**src/rtl/imem_loader_pkg.sv**
```systemverilog
// Shared definitions for the instruction-memory loader: FSM states and checksum seed.
package imem_loader_pkg;

    typedef enum logic [2:0] {
        ST_IDLE   = 3'd0,
        ST_LOAD   = 3'd1,
        ST_DRAIN  = 3'd2,
        ST_VERIFY = 3'd3,
        ST_CHECK  = 3'd4,
        ST_DONE   = 3'd5
    } state_t;

    // Every checksum bit starts from this value.
    localparam logic CK_INIT_BIT = 1'b0;

endpackage

```
**src/rtl/imem_cksum.sv**
```systemverilog
// Rotate-left-by-one / XOR accumulator used for both the write-side and readback checksums.
module imem_cksum
    import imem_loader_pkg::*;
#(
    parameter int DATA_WIDTH = 32
) (
    input  logic                  clk,
    input  logic                  reset,
    input  logic                  clear,
    input  logic                  en,
    input  logic [DATA_WIDTH-1:0] din,
    output logic [DATA_WIDTH-1:0] ck
);

    logic [DATA_WIDTH-1:0] ck_q;
    logic [DATA_WIDTH-1:0] ck_d;

    always_comb begin
        ck_d = ck_q;
        if (clear) begin
            ck_d = {DATA_WIDTH{CK_INIT_BIT}};
        end else if (en) begin
            ck_d = {ck_q[DATA_WIDTH-2:0], ck_q[DATA_WIDTH-1]} ^ din;
        end
    end

    always_ff @(posedge clk or posedge reset) begin
        if (reset) begin
            ck_q <= {DATA_WIDTH{CK_INIT_BIT}};
        end else begin
            ck_q <= ck_d;
        end
    end

    assign ck = ck_q;

endmodule

```
**src/rtl/imem_loader.sv**
```systemverilog
// Host-side instruction memory writer/verifier: streams words into memory from base_addr,
// reads the same region back and compares rotate-XOR checksums.
module imem_loader
    import imem_loader_pkg::*;
#(
    parameter int ADDR_WIDTH = 9,
    parameter int DATA_WIDTH = 32
) (
    input  logic                  clk,
    input  logic                  reset,
    input  logic                  start,
    input  logic [ADDR_WIDTH-1:0] base_addr,
    input  logic [ADDR_WIDTH:0]   word_count,
    input  logic                  s_valid,
    input  logic [DATA_WIDTH-1:0] s_data,
    output logic                  s_ready,
    output logic                  mem_we,
    output logic [ADDR_WIDTH-1:0] mem_waddr,
    output logic [DATA_WIDTH-1:0] mem_wdata,
    output logic [ADDR_WIDTH-1:0] mem_raddr,
    input  logic [DATA_WIDTH-1:0] mem_rdata,
    output logic                  cpu_hold,
    output logic                  done,
    output logic                  verify_ok,
    output logic                  verify_err
);

    localparam logic [ADDR_WIDTH:0] ONE_CNT   = {{ADDR_WIDTH{1'b0}}, 1'b1};
    localparam logic [ADDR_WIDTH:0] DEPTH_CNT = {1'b1, {ADDR_WIDTH{1'b0}}};

    state_t                state_q, state_d;
    logic [ADDR_WIDTH-1:0] base_q, base_d;
    logic [ADDR_WIDTH:0]   count_q, count_d;
    logic [ADDR_WIDTH:0]   k_q, k_d;
    logic [ADDR_WIDTH:0]   j_q, j_d;
    logic                  rd_issue_q, rd_issue_d;
    logic                  rd_data_q, rd_data_d;
    logic                  s_ready_q, s_ready_d;
    logic                  mem_we_q, mem_we_d;
    logic [ADDR_WIDTH-1:0] mem_waddr_q, mem_waddr_d;
    logic [DATA_WIDTH-1:0] mem_wdata_q, mem_wdata_d;
    logic [ADDR_WIDTH-1:0] mem_raddr_q, mem_raddr_d;
    logic                  cpu_hold_q, cpu_hold_d;
    logic                  done_q, done_d;
    logic                  verify_ok_q, verify_ok_d;
    logic                  verify_err_q, verify_err_d;

    logic                  ck_clear;
    logic                  hs;
    logic                  rck_en;
    logic [DATA_WIDTH-1:0] wck;
    logic [DATA_WIDTH-1:0] rck;

    assign hs     = (state_q == ST_LOAD) && s_ready_q && s_valid;
    assign rck_en = (state_q == ST_VERIFY) && rd_data_q;

    imem_cksum #(.DATA_WIDTH(DATA_WIDTH)) u_wck (
        .clk   (clk),
        .reset (reset),
        .clear (ck_clear),
        .en    (hs),
        .din   (s_data),
        .ck    (wck)
    );

    imem_cksum #(.DATA_WIDTH(DATA_WIDTH)) u_rck (
        .clk   (clk),
        .reset (reset),
        .clear (ck_clear),
        .en    (rck_en),
        .din   (mem_rdata),
        .ck    (rck)
    );

    always_comb begin
        state_d      = state_q;
        base_d       = base_q;
        count_d      = count_q;
        k_d          = k_q;
        j_d          = j_q;
        rd_issue_d   = 1'b0;
        rd_data_d    = rd_issue_q;
        s_ready_d    = s_ready_q;
        mem_we_d     = 1'b0;
        mem_waddr_d  = mem_waddr_q;
        mem_wdata_d  = mem_wdata_q;
        mem_raddr_d  = mem_raddr_q;
        cpu_hold_d   = cpu_hold_q;
        done_d       = 1'b0;
        verify_ok_d  = verify_ok_q;
        verify_err_d = verify_err_q;
        ck_clear     = 1'b0;

        case (state_q)
            ST_IDLE: begin
                if (start) begin
                    base_d       = base_addr;
                    count_d      = word_count;
                    k_d          = '0;
                    j_d          = '0;
                    cpu_hold_d   = 1'b1;
                    verify_ok_d  = 1'b0;
                    verify_err_d = 1'b0;
                    ck_clear     = 1'b1;
                    if (word_count == '0) begin
                        state_d     = ST_DONE;
                        verify_ok_d = 1'b1;
                    end else if (word_count > DEPTH_CNT) begin
                        state_d      = ST_DONE;
                        verify_err_d = 1'b1;
                    end else begin
                        state_d   = ST_LOAD;
                        s_ready_d = 1'b1;
                    end
                end
            end
            ST_LOAD: begin
                if (hs) begin
                    mem_we_d    = 1'b1;
                    mem_waddr_d = base_q + k_q[ADDR_WIDTH-1:0];
                    mem_wdata_d = s_data;
                    k_d         = k_q + ONE_CNT;
                    if (k_q == count_q - ONE_CNT) begin
                        s_ready_d = 1'b0;
                        state_d   = ST_DRAIN;
                    end
                end
            end
            ST_DRAIN: begin
                // Last write commits at the end of this cycle; first read issues next.
                state_d     = ST_VERIFY;
                mem_raddr_d = base_q;
                rd_issue_d  = 1'b1;
                j_d         = ONE_CNT;
            end
            ST_VERIFY: begin
                if (j_q != count_q) begin
                    mem_raddr_d = base_q + j_q[ADDR_WIDTH-1:0];
                    rd_issue_d  = 1'b1;
                    j_d         = j_q + ONE_CNT;
                end else if (!rd_issue_q && rd_data_q) begin
                    // Final readback word is being folded into rck this cycle.
                    state_d = ST_CHECK;
                end
            end
            ST_CHECK: begin
                if (rck == wck) begin
                    verify_ok_d = 1'b1;
                end else begin
                    verify_err_d = 1'b1;
                end
                state_d = ST_DONE;
            end
            ST_DONE: begin
                done_d     = 1'b1;
                cpu_hold_d = 1'b0;
                state_d    = ST_IDLE;
            end
            default: begin
                state_d = ST_IDLE;
            end
        endcase
    end

    always_ff @(posedge clk or posedge reset) begin
        if (reset) begin
            state_q      <= ST_IDLE;
            base_q       <= '0;
            count_q      <= '0;
            k_q          <= '0;
            j_q          <= '0;
            rd_issue_q   <= 1'b0;
            rd_data_q    <= 1'b0;
            s_ready_q    <= 1'b0;
            mem_we_q     <= 1'b0;
            mem_waddr_q  <= '0;
            mem_wdata_q  <= '0;
            mem_raddr_q  <= '0;
            cpu_hold_q   <= 1'b0;
            done_q       <= 1'b0;
            verify_ok_q  <= 1'b0;
            verify_err_q <= 1'b0;
        end else begin
            state_q      <= state_d;
            base_q       <= base_d;
            count_q      <= count_d;
            k_q          <= k_d;
            j_q          <= j_d;
            rd_issue_q   <= rd_issue_d;
            rd_data_q    <= rd_data_d;
            s_ready_q    <= s_ready_d;
            mem_we_q     <= mem_we_d;
            mem_waddr_q  <= mem_waddr_d;
            mem_wdata_q  <= mem_wdata_d;
            mem_raddr_q  <= mem_raddr_d;
            cpu_hold_q   <= cpu_hold_d;
            done_q       <= done_d;
            verify_ok_q  <= verify_ok_d;
            verify_err_q <= verify_err_d;
        end
    end

    assign s_ready    = s_ready_q;
    assign mem_we     = mem_we_q;
    assign mem_waddr  = mem_waddr_q;
    assign mem_wdata  = mem_wdata_q;
    assign mem_raddr  = mem_raddr_q;
    assign cpu_hold   = cpu_hold_q;
    assign done       = done_q;
    assign verify_ok  = verify_ok_q;
    assign verify_err = verify_err_q;

endmodule

```
**config.mk**
```make
export PLATFORM = sky130hd
export DESIGN_NAME = imem_loader
export DESIGN_NICKNAME = d
export VERILOG_FILES = /design/src/rtl/imem_loader_pkg.sv /design/src/rtl/imem_cksum.sv /design/src/rtl/imem_loader.sv
export SDC_FILE = /design/constraint.sdc
export NUM_CORES = 1
export LEC_CHECK = 0
export CORE_MARGIN = 2
export CORE_UTILIZATION = 25
export DETAILED_ROUTE_END_ITERATION = 12
export HOLD_SLACK_MARGIN = 0.12
export PLACE_DENSITY = 0.45
export SLEW_MARGIN = 15
export SYNTH_ARGS = -nofsm -noshare
export SYNTH_HDL_FRONTEND = slang
export SYNTH_SLANG_ARGS = --single-unit
```
**constraint.sdc**
```tcl
create_clock -name clk -period 11.7 [get_ports clk]
set_input_delay 2.34 -clock clk [delete_from_list [all_inputs] [get_ports clk]]
set_output_delay 2.34 -clock clk [all_outputs]
set_load 0.005 [all_outputs]
```
==> Yosys cells after proc, flatten, opt, wreduce, memory -nomap -nowiden <==
Index checks and enable logic that the tools add are counted.
Widths: inputs -> output; s select.
{ "totals": {"inputBits": 87, "register_bits": 164, "elab_cells": 111, "out_inout_bits": 56} }
{ "op_classes": {"n_reduce_logical": 24, "bitwise": 2, "muxes": 43, "eq_ne": 18, "add_sub_neg": 5, "order_cmp": 1} }
{ "op_table": {"columns": ["operator", "count"], "rows": [
  ["$mux 32", 4],
  ["$xor 32x32->32", 2],
  ["$eq 32x32->1", 1],
  ["$mux 10", 3],
  ["$pmux 10 s3", 1],
  ["$mux 3", 7],
  ["$add 10x1->10 const B", 2],
  ["$pmux 10 s2", 1],
  ["$mux 1", 19],
  ["$add 9x9->9", 2],
  ["$pmux 9 s2", 1],
  ["$pmux 3 s5", 1],
  ["$ne 2x2->1 const B", 7],
  ["$reduce_and 3->1", 4],
  ["$reduce_bool 2->1", 6],
  ["$eq 10x10->1", 1],
  ["$gt 10x10->1 const B", 1],
  ["$logic_not 10->1", 1],
  ["$ne 10x10->1", 1],
  ["$pmux 1 s2", 5],
  ["$sub 10x1->10 const B", 1],
  ["$mux 9", 1],
  ["$reduce_and 2->1", 4],
  ["$eq 3x2->1 const B", 2],
  ["9 further kinds", 15]
]} }

==> Depth between registers and ports, before layout <==
Gate-level depths: netlist of the first run.
{ "logic_depth": {"depth_word": 5, "ltp_mapped": 9} }

==> Modules after synthesis <==
A second synthesis of the first run with hierarchy kept.
{ "unflattened": {"cells_unflattened": 915, "area_unflattened_um2": 8991.1} }
{ "by_module_without_submodules": {"columns": ["mod", "n_inst", "area_each_um2", "seq_area_each_um2", "cells_each"], "rows": [
  ["imem_loader", 1, 5600.4, 2502.4, 637],
  ["imem_cksum", 2, 1695.4, 800.8, 139]
]} }

==> Least setup slack after synthesis of the first run <==
No wires, ideal clock.
{ "synth_path": {"path_kind": "in2reg", "start": "input port s_valid", "end": "register mem_waddr_q[4] (netlist: mem_waddr[4])", "setup_time_ns": 0.125, "slack_ns": 8.268, "cell_stages": 6, "arrival_time_ns": 3.307, "n_path_buf": 2, "path_cell_list": "nand3_1 nand2b_1 buf_2 inv_2 buf_2 mux2_2"} }
{ "synth_between": {"elab_chain_cells": 2} }
{ "synth_lines": {"columns": ["element", "line", "rtl"], "rows": [
  ["start: declaration", "imem_loader.sv:14", "input logic s_valid,"],
  ["$logic_and 1x1->1", "imem_loader.sv:54", "assign hs = (state_q == ST_LOAD) && s_ready_q && s_valid;"],
  ["$reduce_and 2->1 (no source line)", null, null],
  ["end signal: assignment", "imem_loader.sv:193", "mem_waddr_q <= mem_waddr_d;"],
  ["end: declaration", "imem_loader.sv:40", "logic [ADDR_WIDTH-1:0] mem_waddr_q, mem_waddr_d;"]
]} }
No other way between the ends.
A chain may end at the register's enable or synchronous reset.

==> Worst setup path after layout of the first run <==
{ "layout_path": {"start": "input port s_valid", "end": "register k_q[9]"} }
{ "layout_between": {"elab_chain_cells": 3} }
{ "layout_lines": {"columns": ["element", "line", "rtl"], "rows": [
  ["$logic_and 1x1->1", "imem_loader.sv:54", null],
  ["$ne 2x2->1 (no source line)", null, null],
  ["$reduce_and 3->1 (no source line)", null, null],
  ["end signal: assignment", "imem_loader.sv:187", "k_q <= k_d;"],
  ["end: declaration", "imem_loader.sv:34", "logic [ADDR_WIDTH:0] k_q, k_d;"]
]} }
No other way between the ends.

==> results_dict.tcl, run 1 <==
set metrics [dict create \
    synthCells 912 \
    grt_first_pass_wirelength_um 39670 \
    wl_per_cell_um 16.44 \
    gr-total-overflow 0 \
    cellPowerDensity_nw_per_um2 258.3 \
    synthArstFlopShare_pct 100.0 \
    crit_type "input pin to register" \
    fin_nets 1142 \
    status "finished clean" \
    grt_pass1_vias 6852 \
    power.switching_uw 1139 \
    vias 6623 \
    io_pins 143 \
    firstDrtPassIters 5 \
    tightest_slew_ns 1.098 \
    cts.clk_slew.worst_paths_ns 0.07 \
    p_seq_share_pct 37.6 \
    worstSkewPairLatency_ns 0.44 \
    worstPathMaxFanout 83 \
    crit_arrival_ns 4.61 \
    drv_cap 0 \
    viasPerCell 4.427 \
    seq_area_um2 4104 \
    drt-initial-drc-count 292 \
    synth-main-ff-cell "dfrtp_1" \
    h-tree-depth 4 \
    fp.coreArea_um2 33620 \
    cp_data_required_time_ns 12.02 \
    rsz0062_at_grt "no" \
    die_height_um 188.9 \
    die_area_um2 35670 \
    ys_ff_latch 164 \
    netSwitchingFraction_pct 40.09 \
    finalSetupViolCount 0 \
    hpwl_um 17610 \
    cts_root_buffer "clkbuf_16" \
    combPwrFrac_pct 42.1 \
    synth_edf_count 0 \
    setup_tns_ns 0 \
    antenna_found_initial 3 \
    critPathLaunchType "input pin" \
    area_growth_pct 28.70 \
    cts_setup_buffers 0 \
    fin_area_um2 11000 \
    finalMaxSlewViolations 0 \
    fp-row-count 67 \
    period_needed_ns 4.293 \
    ctsLongestPathBuffers 2 \
    syn_nets 1020 \
    p_int_uw 1702 \
    cts_buffers 17 \
    avgSynthCellArea_um2 9.369 \
    cts_sinks 164 \
    io_buffers 142 \
    ys_warn_count 0 \
    wl_um 24600 \
    gp_congestion 0.8004 \
    layout-drive-gt1-share_pct 5.826 \
    max_freq_mhz 232.9 \
    cts_tree "yes" \
    grt_max_degree 97 \
    ys_types 61 \
    vdd_drop_max_uv 142.0 \
    fill_cells 3459 \
    place_area_um2 10410 \
    grt_usage_pct 14.38 \
    netlist_area_um2 8544 \
    multi_input_area_um2 4190 \
    hp-class "register to register" \
    holdBufCountCts 0 \
    die_w_um 188.9 \
    fin_crit_sh_pct 36.70 \
    cts_resized 0 \
    endpoint_kind "register" \
    initial_utilization_pct 25.42 \
    finalPower_uw 2841 \
    skew_ns 0.01294 \
    hold_viol_final 0 \
    synth_seq_area_share_pct 48.03 \
    p_leak_uw 0.004693 \
    layout_commonest_cell "nand2_1" \
    ant_nets 0 \
    clkPwrFrac_pct 20.3 \
    drc_errors 0 \
    slew_headroom_pct 26.51 \
    most-common-layout-cells "nand2_1, dfrtp_1, clkdlybuf4s50_1, xnor2_1, o21ai_0" \
]
-- power groups by stage --
| stage | Clock [µW] | Sequential (µW) | Combinational (µW) |
|---|---|---|---|
| floorplan | 0 | 997 | 812 |
| global placement | 0 | 1080 | 1210 |
| global route | 620 | 1110 | 1360 |
| detailed placement | 0 | 1080 | 1220 |
| CTS | 595 | 1080 | 1220 |
| finish | 577 | 1070 | 1200 |
-- sequential cells by signal, summed over array words and instances, names as in the netlist --
name	flops
mem_waddr	9
mem_wdata	32
s_ready	1
u_rck.ck	32
verify_ok	1
mem_we	1
done	1
rd_data_d	1
count_q	10
rd_data_q	1
cpu_hold	1
verify_err	1
mem_raddr	9
base_q	9
state_q	3
k_q	10
u_wck.ck	32
j_q	10
-- metrics by stage --
step	hold slack (ns)	std cells	util (%)	worst slack, ns
after floorplan	0.3761	912	-	4.927
after global placement	0.4074	1463	30.95	6.971
after detailed placement	0.4133	1463	30.95	6.944
after CTS	0.4236	1495	32.71	7.399
after global routing	0.4325	1495	32.71	7.206
final	0.4224	1496	32.71	7.407
-- routing by layer --
metal | vias up | routed length (µm) | GRT usage [%]
met1 | 3145 | 11100 | 18.60
met4 | 4 | 171 | 2.975
met3 | 16 | 1259 | 3.652
met5 | - | 29 | 0
li1 | 3333 | - | -
met2 | 125 | 12040 | 24.32
-- worst max-delay path: stages --
cell and delay (ns):
clkdlybuf4s50_1 0.44, nand3_1 0.12, nand2b_4 0.37, buf_4 0.69, a211oi_2 0.20, nand3_1 0.15, xor2_1 0.15, nor2_1 0.05
-- worst paths after layout --
path                                 start       endpoint  slack, ns  depth (start not counted)
worst max register to register  state_q[2]         k_q[9]       8.96                          7
worst max-delay path               s_valid         k_q[9]       7.41                          8
worst min register to register   rd_data_d      rd_data_q       0.42                          0
max in group asynchronous            reset         k_q[6]       7.71                          3
min in group asynchronous            reset  mem_wdata[10]       2.43                          2
worst min-delay path             rd_data_d      rd_data_q       0.42                          0
-- cell usage after synthesis, types with 3 or more instances --
cell,n,area (µm²)
buf_2,16,80.08
nor2b_1,4,25.02
o21ai_0,90,450.4
nor3_1,14,70.07
nand2b_1,5,31.28
xnor2_1,113,989.7
clkbuf_1,21,78.83
buf_1,8,30.03
a31oi_1,3,18.77
and3_1,8,50.05
o21a_1,3,22.52
nand4_1,12,75.07
ha_1,19,237.7
xor2_1,32,280.3
a21oi_1,20,100.1
o211ai_1,5,37.54
nor4_1,4,25.02
or3_1,5,31.28
nand3_1,75,375.4
a21o_1,3,22.52
a211oi_1,10,75.07
o2111ai_1,3,26.28
dfrtp_1,164,4104
inv_1,18,67.56
nor2_1,32,120.1
inv_2,3,11.26
nand2_1,176,660.6
mux2i_1,5,50.05
-- layout make-up --
class                   count  area share, %
multi-input cells         682          38.10
clock buffers              19          4.119
inverters                  21         0.7623
well taps                 448          5.097
diodes                      1        0.02276
flip-flops and latches    164          37.32
repair buffers            148          13.33
clock inverters            13          1.240
-- kinds of logic (layout without fill, tap and decap cells) --
| logic type | after synthesis | in the layout | share of synthesized area [%] |
|---|---|---|---|
| DFF | 164 | 164 | 48.03 |
| buffers and inverters | 66 | 201 | 3.134 |
| xor gates and xnor gates | 146 | 146 | 15.05 |
| and+or+nand+nor | 351 | 351 | 18.74 |
| muxes | 7 | 7 | 0.8493 |
| adders and majority gates | 21 | 21 | 3.251 |
| other | 0 | 1 | 0 |
| AOI/OAI and AO/OA | 157 | 157 | 10.94 |
No activity file was read; power rests on OpenSTA's default activity.
==> run 2, diff against run 1 <==
--- a/config.mk
+++ b/config.mk
@@ -9,7 +9,7 @@
 export CORE_UTILIZATION = 25
 export DETAILED_ROUTE_END_ITERATION = 12
 export HOLD_SLACK_MARGIN = 0.12
-export PLACE_DENSITY = 0.45
+export PLACE_DENSITY = 0.46
 export SLEW_MARGIN = 15
 export SYNTH_ARGS = -nofsm -noshare
 export SYNTH_HDL_FRONTEND = slang
==> constraint.sdc (replaced) <==
create_clock -name clk -period 3.8 [get_ports clk]
set_input_delay 0.76 -clock clk [delete_from_list [all_inputs] [get_ports clk]]
set_output_delay 0.76 -clock clk [all_outputs]
set_load 0.005 [all_outputs]
==> run 2 against run 1 <==
  * Non-clock buffer count is 4 higher
  * Combinational power rose to 3.1 times the previous value
  * Die area stayed put
  * Hold slack gained 0.056 ns
  * Final cell count increased by 0.33%
  * Highest routed layer unchanged
  * Cell area increased by 0.57%
  * Clock power increased to 3.1 times the previous value
  * Routed wire length grew 0.53%
  * Sequential power grew to 3.1 times the previous value
  * Via count is 1.1% higher
  * Clock-buffer cell count down 2
  * Clock skew increased by 0.0055 ns
==> results_dict.tcl, run 2 (synthesis gave the netlist of run 1 again) <==
set metrics [dict create \
    period_needed_ns 2.582 \
    critPathLaunchType "register" \
    grt_first_pass_wirelength_um 39390 \
    viasPerCell 4.463 \
    cts_sinks 164 \
    hold_viol_final 0 \
    drv_cap 0 \
    crit_type "register to register" \
    fp-row-count 67 \
    tightest_slew_ns 0.9341 \
    r2r_slack_ns 1.22 \
    vias 6699 \
    area_growth_pct 29.43 \
    io_pins 143 \
    holdBufCountCts 0 \
    vdd_drop_max_uv 324.4 \
    min_path_cells 2 \
    h-tree-depth 4 \
    drc_errors 0 \
    dp.cells 1467 \
    gp_congestion 0.7711 \
    grt_max_degree 165 \
    p_leak_uw 0.004719 \
    setup_tns_ns 0 \
    firstDrtPassIters 4 \
    initial_utilization_pct 25.42 \
    ctsLongestPathBuffers 2 \
    grt_usage_pct 14.23 \
    cts_resized 0 \
    wl_per_cell_um 16.47 \
    fill_cells 3473 \
    gr-total-overflow 0 \
    place_area_um2 10450 \
    most-common-layout-cells "nand2_1, dfrtp_1, clkdlybuf4s50_1, xnor2_1, o21ai_0" \
    rr_endpoint "mem_raddr[8]" \
    cts_setup_buffers 0 \
    slew_headroom_pct 37.73 \
    die_area_um2 35670 \
    worstSkewPairLatency_ns 0.44 \
    cts_buffers 17 \
    r2r_cells 9 \
    min_from "mem_wdata[0]" \
    dp_slack_ns 0.8628 \
    ant_nets 0 \
    fin_cells 1501 \
    rsz0062_at_grt "no" \
    fin_nets 1146 \
    status "finished clean" \
    utilization_pct 32.90 \
    crit_arrival_ns 2.94 \
    hp-class "register to register" \
    wl_um 24730 \
    fp.coreArea_um2 33620 \
    io_buffers 142 \
    max_freq_mhz 387.3 \
    cp_data_required_time_ns 4.15 \
    layout-drive-gt1-share_pct 6.185 \
    hold_path_end "mem_wdata[0]" \
    drt-initial-drc-count 369 \
    cts_root_buffer "clkbuf_16" \
    setup_slack_ns 1.218 \
    cts.clk_slew.worst_paths_ns 0.08 \
    die_height_um 188.9 \
    cellPowerDensity_nw_per_um2 794.5 \
    finalSetupViolCount 0 \
    die_w_um 188.9 \
    hpwl_um 17800 \
    fin_area_um2 11060 \
    finalMaxSlewViolations 0 \
    endpoint_kind "register" \
    r2r-start "j_q[0]" \
    antenna_found_initial 2 \
    fin_crit_sh_pct 67.95 \
    grt_pass1_vias 6734 \
    worstPathMaxFanout 6 \
    layout_commonest_cell "nand2_1" \
    skew_ns 0.01841 \
    cts_tree "yes" \
]
[run 2: cell count changes in the layout (fill, tap and decap cells not counted), sizes merged]
cell	before	now
buf	6	10
clkbuf	19	17
clkinv	3	4
clkinvlp	2	3
diode	1	2
[run 2: per-layer routing]
metal / share of wire, % / track usage, % / vias up / routed length, µm
met5: 0.053 / 0 / - / 13
met4: 0.79 / 3.335 / 2 / 196
met3: 4.8 / 3.281 / 14 / 1181
met2: 48 / 23.09 / 128 / 11780
met1: 47 / 19.25 / 3199 / 11560
li1: - / - / 3356 / -
[run 2: worst max path at each step]
stage                 start             to  slack (ns)  cells after the start
detailed placement  s_valid  mem_wdata[12]        0.86                      7
floorplan             reset      base_q[0]        0.96                      1
CTS                  j_q[0]   mem_raddr[8]        1.20                      9
global placement    s_valid   mem_wdata[9]        0.89                      7
global route         j_q[1]   mem_raddr[3]        0.93                      6
finish               j_q[0]   mem_raddr[8]        1.22                      9
[run 2: stage by stage]
stage,total power [µW],hold WS [ns]
after detailed placement,7091,0.4473
after global routing,9531,0.5049
after floorplan,5572,0.3761
after global placement,7057,0.4574
after CTS,8948,0.4852
final,8786,0.4780
[run 2: critical path: stages (launching register included)]
cell and delay [ns]:
dfrtp_1 0.50, ha_1 0.22, inv_1 0.05, fa_1 0.38, nand2b_1 0.18, a21oi_1 0.23, nor3_1 0.10, or4_1 0.50
a21o_1 0.17, a31oi_1 0.16
[run 2: cell type report]
| class | instances | area (µm²) | share of cell area, % |
|---|---|---|---|
| antenna | 2 | 5.005 | 0.04525 |
| sequential | 164 | 4104 | 37.11 |
| inverter | 21 | 82.58 | 0.7467 |
| clock inverter | 15 | 182.7 | 1.652 |
| multi-input combinational | 682 | 4190 | 37.89 |
| tap | 448 | 560.5 | 5.068 |
| timing repair buffer | 152 | 1509 | 13.64 |
| clock buffer | 17 | 425.4 | 3.847 |
[run 2: report_power, final]
part	internal [µW]	switching, µW	total [µW]
sequential	2470	821	3290
combinational	1830	1860	3690
clock	949	857	1810
total	5250	3540	8790
==> run 3, diff against run 2 <==
--- a/config.mk
+++ b/config.mk
@@ -9,7 +9,7 @@
 export CORE_UTILIZATION = 25
 export DETAILED_ROUTE_END_ITERATION = 12
 export HOLD_SLACK_MARGIN = 0.12
-export PLACE_DENSITY = 0.46
+export PLACE_DENSITY = 0.45
 export SLEW_MARGIN = 15
 export SYNTH_ARGS = -nofsm -noshare
 export SYNTH_HDL_FRONTEND = slang
==> constraint.sdc (replaced) <==
create_clock -name clk -period 2.6 [get_ports clk]
set_input_delay 0.52 -clock clk [delete_from_list [all_inputs] [get_ports clk]]
set_output_delay 0.52 -clock clk [all_outputs]
set_load 0.005 [all_outputs]
==> run 3 against run 2 <==
  * Final cell count rose by 1.1%
  * Sequential power rose by 44%
  * Sequential cell count did not move
  * Cell area rose by 1.6%
  * Setup slack got worse by 0.96 ns
  * Maximum frequency rose by 10%
  * Routed wire length rose by 2.8%
  * Global-route usage rose by 0.33 points
  * Combinational power rose by 54%
  * Power rose by 50%
  * Hold slack improved by 0.0013 ns
  * Clock power rose by 52%
  * Largest cell class unchanged
==> results_dict.tcl, run 3 (synthesis gave the netlist of run 1 again) <==
set metrics [dict create \
    status "finished clean" \
    h-tree-depth 4 \
    max_freq_mhz 427.9 \
    firstDrtPassIters 4 \
    cellPowerDensity_nw_per_um2 1174 \
    drc_errors 0 \
    cts_setup_buffers 0 \
    grt_use_met3_pct 4.300 \
    top_usage_layer "met2" \
    vdd_drop_max_uv 546.5 \
    fin_cells 1517 \
    fin_crit_sh_pct 89.89 \
    antenna_found_initial 4 \
    grt_first_pass_wirelength_um 39820 \
    most-common-layout-cells "nand2_1, dfrtp_1, clkdlybuf4s50_1, xnor2_1, o21ai_0" \
    netSwitchingFraction_pct 39.35 \
    initial_utilization_pct 25.42 \
    drv_cap 0 \
    use_met2_pct 23.32 \
    cts_tree "yes" \
    fp.coreArea_um2 33620 \
    worstSkewPairLatency_ns 0.45 \
    layout-drive-gt1-share_pct 7.772 \
    die_area_um2 35670 \
    rsz0062_at_grt "no" \
    vias 6770 \
    power.switching_uw 5192 \
    critical-path-slowest-cell "or4_1" \
    grt_util_met1_pct 19.36 \
    cts.clk_slew.worst_paths_ns 0.07 \
    wl_per_cell_um 16.75 \
    grt_pass1_vias 6736 \
    cts_root_buffer "clkbuf_16" \
    crit_type "register to register" \
    grt_usage_pct 14.56 \
    p_leak_uw 0.004826 \
    critPathLaunchType "register" \
    min_path_cells 2 \
    r2r_cells 9 \
    hp-class "register to register" \
    area_growth_pct 31.48 \
    combPwrFrac_pct 43.2 \
    dp.cells 1484 \
    wl_um 25410 \
    fp-row-count 67 \
    cts_sinks 164 \
    setup_tns_ns 0 \
    gp_congestion 0.7835 \
    clkPwrFrac_pct 20.8 \
    p_int_uw 8002 \
    worstPathMaxFanout 4 \
    cpPeakStageDelay_ns 0.49 \
    period_needed_ns 2.337 \
    layout_commonest_cell "nand2_1" \
    skew_ns 0.01105 \
    p_seq_share_pct 36.0 \
    die_w_um 188.9 \
    setup_slack_ns 0.2628 \
    die_height_um 188.9 \
    io_buffers 142 \
    finalMaxSlewViolations 0 \
    crit_arrival_ns 2.71 \
    drt-initial-drc-count 321 \
    place_area_um2 10610 \
    tightest_slew_ns 0.6853 \
    slew_headroom_pct 54.31 \
    dp_slack_ns 0.1978 \
    hold_viol_final 0 \
    path_cells "ha_1, inv_1, fa_1, nand2b_1, a21oi_2, nor3_1, or4_1, a21o_1, a31oi_1" \
    cp_data_required_time_ns 2.97 \
    ctsLongestPathBuffers 2 \
    endpoint_kind "register" \
    hpwl_um 18390 \
    cts_buffers 17 \
    viasPerCell 4.463 \
    gr-total-overflow 0 \
    finalSetupViolCount 0 \
    io_pins 143 \
    ant_nets 0 \
    fin_nets 1163 \
    grt_max_degree 94 \
    fin_area_um2 11230 \
]
run 3: cell count changes in the layout (fill, tap and decap cells not counted), moves of 2 or more:
cell / previous run / this run
buf_12: 1 / 4
buf_4: 9 / 23
bufinv_16: 1 / 3
clkinv_2: 0 / 2
clkinv_8: 2 / 0
inv_6: 1 / 6
inv_8: 7 / 2
run 3: metal layers:
metal	wire, µm	share of wire (%)	up-vias
met5	40	0.16	-
met4	210	0.83	6
met3	1508	5.9	20
met2	11850	47	155
met1	11800	46	3213
li1	-	-	3376
run 3: repair_timing:
item / CTS / global route
hold buffers: 0 / 0
setup endpoints to repair: 0 / 1
resized for setup: 0 / 1
run 3: final timing paths:
kind                                end    startpoint  slack (ns)
min                        mem_raddr[5]  mem_raddr[5]        0.48
max                        mem_raddr[8]     base_q[0]        0.26
max in group asynchronous     base_q[2]         reset        1.55
max reg2reg                mem_raddr[8]     base_q[0]        0.26
min reg2reg                mem_raddr[5]  mem_raddr[5]        0.48
min in group asynchronous  mem_wdata[9]         reset        0.55
run 3: final cells by class:
class                   instances  area [µm²]
fillers                      3480       22380
clock inverters                15       191.4
flip-flops and latches        164        4104
inverters                      21       82.58
repair buffers                169        1674
diodes                          1       2.502
multi-input cells             682        4194
well taps                     448       560.5
clock buffers                  17       425.4
run 3: stage by stage:
stage / power [µW] / utilization, % / hold slack (ns)
4_1_cts: 13450 / 33.40 / 0.4855
5_1_grt: 14280 / 33.41 / 0.4948
3_3_place_gp: 10570 / 31.57 / 0.4587
6_report: 13190 / 33.42 / 0.4793
3_5_place_dp: 10610 / 31.57 / 0.4611
2_1_floorplan: 8144 / - / 0.3761
run 3: worst max-delay path: cells and delay by family (launching register included):
| family | cells | cell delay (ns) |
|---|---|---|
| adders and majority gates | 2 | 0.57 |
| and+or+nand+nor | 3 | 0.77 |
| DFF | 1 | 0.39 |
| AOI/OAI and AO/OA | 3 | 0.48 |
| buffers and inverters | 1 | 0.05 |
run 3: power by group through the flow:
stage | combinational [µW] | clock [µW] | sequential [µW]
2_1_floorplan | 3660 | 0 | 4490
6_report | 5700 | 2750 | 4750
4_1_cts | 5820 | 2840 | 4780
3_3_place_gp | 5750 | 0 | 4820
5_1_grt | 6420 | 2940 | 4920
3_5_place_dp | 5790 | 0 | 4820
